--- src/rtl/wr_ptr_level_handler.sv ---
// rtl/wr_ptr_level_handler.sv - write-domain pointer, level and flag controller for the async FIFO
module wr_ptr_level_handler #(
    parameter int ADDR_WIDTH   = 4,
    parameter int AFULL_THRESH = 12
) (
    input  logic                  i_clk,
    input  logic                  i_rst,
    input  logic                  i_wr_en,
    input  logic                  i_ovf_clr,
    input  logic [ADDR_WIDTH:0]   i_g_rd_ptr,
    output logic [ADDR_WIDTH-1:0] o_wr_addr,
    output logic                  o_wr_ack,
    output logic [ADDR_WIDTH:0]   o_g_wr_ptr,
    output logic                  o_full,
    output logic                  o_almost_full,
    output logic [ADDR_WIDTH:0]   o_level,
    output logic [ADDR_WIDTH:0]   o_free,
    output logic                  o_overflow
);

    localparam int PW = ADDR_WIDTH + 1;
    localparam logic [PW-1:0] DEPTH_L = PW'(2 ** ADDR_WIDTH);
    localparam logic [PW-1:0] AFULL_L = PW'(AFULL_THRESH);

    logic [PW-1:0] b_ptr_q, b_ptr_d;
    logic [PW-1:0] g_ptr_q, g_ptr_d;
    logic [PW-1:0] level_q, level_d;
    logic [PW-1:0] free_q, free_d;
    logic          full_q, full_d;
    logic          afull_q, afull_d;
    logic          ovf_q, ovf_d;
    logic [PW-1:0] rd_bin;
    logic          wr_ack;

    assign wr_ack = i_wr_en & ~full_q & ~i_rst;

    // Each binary bit is the XOR of its Gray bit and every Gray bit above it.
    always_comb begin
        rd_bin = '0;
        for (int i = 0; i < PW; i++) begin
            rd_bin[i] = ^(i_g_rd_ptr >> i);
        end
    end

    always_comb begin
        b_ptr_d = b_ptr_q + {{(PW-1){1'b0}}, wr_ack};
        g_ptr_d = b_ptr_d ^ (b_ptr_d >> 1);
        level_d = b_ptr_d - rd_bin;
        free_d  = DEPTH_L - level_d;
        full_d  = (level_d == DEPTH_L);
        afull_d = (level_d >= AFULL_L);
        // A set in the same cycle as a clear wins so no overflow event is lost.
        ovf_d   = (ovf_q & ~i_ovf_clr) | (i_wr_en & full_q);
    end

    always_ff @(posedge i_clk) begin
        if (i_rst) begin
            b_ptr_q <= '0;
            g_ptr_q <= '0;
            level_q <= '0;
            free_q  <= DEPTH_L;
            full_q  <= 1'b0;
            afull_q <= 1'b0;
            ovf_q   <= 1'b0;
        end else begin
            b_ptr_q <= b_ptr_d;
            g_ptr_q <= g_ptr_d;
            level_q <= level_d;
            free_q  <= free_d;
            full_q  <= full_d;
            afull_q <= afull_d;
            ovf_q   <= ovf_d;
        end
    end

    assign o_wr_addr     = b_ptr_q[ADDR_WIDTH-1:0];
    assign o_wr_ack      = wr_ack;
    assign o_g_wr_ptr    = g_ptr_q;
    assign o_full        = full_q;
    assign o_almost_full = afull_q;
    assign o_level       = level_q;
    assign o_free        = free_q;
    assign o_overflow    = ovf_q;

endmodule

--- config.mk ---
export PLATFORM = sky130hd
export DESIGN_NAME = wr_ptr_level_handler
export DESIGN_NICKNAME = d
export VERILOG_FILES = /design/src/rtl/wr_ptr_level_handler.sv
export SDC_FILE = /design/constraint.sdc
export NUM_CORES = 1
export LEC_CHECK = 0
export BUFFER_PORTS_ARGS = -buffer_cell sky130_fd_sc_hd__buf_2
export CAP_MARGIN = 20
export CORE_ASPECT_RATIO = 0.8
export CORE_UTILIZATION = 25
export CTS_CLUSTER_SIZE = 25
export DETAILED_ROUTE_END_ITERATION = 8
export PLACE_DENSITY = 0.5
export SETUP_SLACK_MARGIN = 0.3
export SLEW_MARGIN = 20
export SYNTH_ARGS = -nofsm -noshare
export SYNTH_HDL_FRONTEND = slang
export SYNTH_SLANG_ARGS = --single-unit
--- constraint.sdc ---
create_clock -name i_clk -period 3.9 [get_ports i_clk]
set_input_delay 0.78 -clock i_clk [delete_from_list [all_inputs] [get_ports i_clk]]
set_output_delay 0.78 -clock i_clk [all_outputs]
set_load 0.01 [all_outputs]
==> run metrics <==
Crit Path Max Fanout=6; crit-path cells=buf_2, nor3b_2, ha_1, nand3_1, xor2_1, inv_1, ha_1, inv_1, or3_1, o211ai_2, nor2_1, and3_1, ha_1, or2_2; clock-pin slew on the worst setup and hold paths=0.07 ns; gpl congestion=approximately 0.9; CTS Buf Count=3; post-synth cell types=32; Critical Path Slowest Stage Cell=or3_1; Psw=200 uW; FILL cells=approximately 420; sequential fraction of the synthesis area=40.0%; final worst-path cycle share=82.7%; Core Area=between 0.003 and 0.004 mm^2; drt initial violations=30; hpwl dp=1670 um; Syn Std Cell Area=0.00105 mm^2; final setup vio count=0; Via Count=793; flip-flop and latch count after synthesis=21; proportion of power drawn by combinational gates=35.9%; Layout Nets=~160; setup tns final=0 ns; Routed WL per cell=10.7 um; skew final=around 0.0014 ns; Die X=74.5 um; crit path DAT=3.37 ns; Tightest Pin Transition=between 0.4 and 0.5 ns; Reg2Reg Depth=13; CP Capture Type=flip-flop; CTS tree=done; leading cell types in the layout, fill and taps excluded=buf_2 (31), dfxtp_1 (21), nor2_1 (15), xnor2_1 (9), ha_1 (8); most frequent CP cell=ha_1; WHS Path Cells=2; Post-CTS Hold Buffers=0; Post-route DRC=0; clock buffer depth=2; initial antenna violation count=0; first-pass GRT wire length=3370 um; maximum vdd drop=0.000203 V; H-tree depth=1; Die ar.=0.00447 mm^2; switching share of power=32.2%; Die Height=60.0 um; Mapped Cells=104; Hold WC Path Type=flip-flop to flip-flop; max_cap viols=0; Avg Cell Area, Syn=10.1 um^2; Initial DRT Pass Iterations=4; minimum clock period=approximately 3.2 ns; unrepaired setup endpoints after global routing=no; final hold slack=0.481 ns; critical path required time=4.05 ns; GR Util All Layers=10.3%; final number of hold-violating endpoints=0; Power Density=470 mW/mm^2; Worst path depth=14; most common cell after layout, fill and taps aside=buf_2; Final ANT Viol Nets=0; run status=finished clean; clock sinks=21; Slew HR=72.4%; crit start category=input pin; cell internal pwr=421 uW; Resized Gates After CTS=0; worst-skew pair later-pin latency=roughly 0.26 ns; pin count of the biggest net entering global routing=22; total grt overflow=0; Post-CTS Setup Bufs=0; Top delay family on crit path=simple AND/OR/NAND/NOR gates; CP max stage delay=roughly 0.33 ns; Clock power frac=a little under a quarter; Net Count, Synth=121; Final Max Slew Viols=0; critical path class=input pin to flip-flop; Area growth, synth to finish=25.7%; row cnt=20; routed wire length=2070 um; diode count=0; sequential power share=41.5%; I/O Buffers=31; Fmax=about 310 MHz; Warnings, synthesis=0; vias per cell=just over 4; leakage power=0.649 nW; clk root buf=clkbuf_8; layout cells sized above 1=34.5%; utilization after layout=~34%; Ports=32; Starting Density=between 20% and 30%; vias in the first global route=between 700 and 800; WP buf/inv=3
sequential cells by signal, summed over array words and instances (netlist names):
| name | count |
|---|---|
| b_ptr_q | 5 |
| o_almost_full | 1 |
| o_free | 4 |
| o_full | 1 |
| o_g_wr_ptr | 4 |
| o_level | 5 |
| o_overflow | 1 |
tightest hold or removal path, delay by kind of cell (launching register included):
family,cells,cell delay [ns]
flops,1,0.31
simple gates,1,0.07
compound gates,1,0.06
cell type report:
cell class              instances  area, um^2  share of cell area [%]
flip-flops and latches         21         420                    31.8
inverters                       6        22.5                    1.70
clock buffers                   4        45.0                    3.41
multi-input cells              73         579                    43.8
repair buffers                 35         185                    14.0
well taps                      55        68.8                    5.21
power by group through the flow:
stage               clock (mW)  sequential, mW  combinational, mW
floorplan                    0           0.281              0.140
global placement             0           0.263              0.221
detailed placement           0           0.263              0.223
CTS                      0.145           0.259              0.225
global route             0.150           0.261              0.253
finish                   0.141           0.258              0.223
final timing paths:
kind         slack, ns        from          to
max               0.68       i_rst   o_free[4]
min               0.48  o_overflow  o_overflow
max reg2reg       0.99      o_full   o_free[4]
min reg2reg       0.48  o_overflow  o_overflow
logic make-up (layout without fill, tap and decap cells):
group / count (synthesis) / after routing / synth area share [%]
adders and majority gates: 8 / 8 / 9.52
buffers and inverters: 10 / 45 / 5.36
DFF: 21 / 21 / 40.0
and+or+nand+nor: 35 / 35 / 16.4
AOI/OAI and AO/OA: 10 / 10 / 7.74
xor gates and xnor gates: 20 / 20 / 21.0
stage by stage:
stage	std cells	worst slack [ns]	area [um^2]	power (mW)
after global placement	190	0.427	1280	0.484
after detailed placement	190	0.390	1280	0.486
final	194	0.675	1320	0.621
after floorplan	104	0.315	1060	0.421
after CTS	194	0.666	1320	0.629
after global routing	194	0.457	1320	0.665
cell usage after synthesis:
library cell   n  share of area, %
dfxtp_1       21                40
nor2_1        15               5.4
xnor2_1        9               7.5
ha_1           8               9.5
inv_1          6               2.1
xor2_1         6               5.0
nor2b_1        4               2.4
a21oi_1        3               1.4
nand2_1        3               1.1
xnor2_2        3               4.6
buf_6          2               2.1
nand3_1        2              0.95
nor3b_1        2               1.4
or3_1          2               1.2
a21oi_2        1              0.83
and2_1         1              0.60
and3_1         1              0.60
buf_4          1              0.71
clkbuf_1       1              0.36
nand2b_1       1              0.60
nand4_1        1              0.60
nor3_1         1              0.48
nor4_1         1              0.60
o2111ai_1      1              0.83
o211ai_2       1               1.2
o21ai_0        1              0.48
o221ai_1       1              0.83
o22ai_1        1              0.60
o41ai_2        1               1.5
or2_2          1              0.60
xnor3_2        1               2.3
xor2_2         1               1.5
layer usage:
layer	GRT usage, %	wire length, um
met1	12.7	982
met2	16.2	945
met3	4.22	112
met4	3.50	34
met5	0	0
Note: power is estimated with default switching activity, not from simulation.
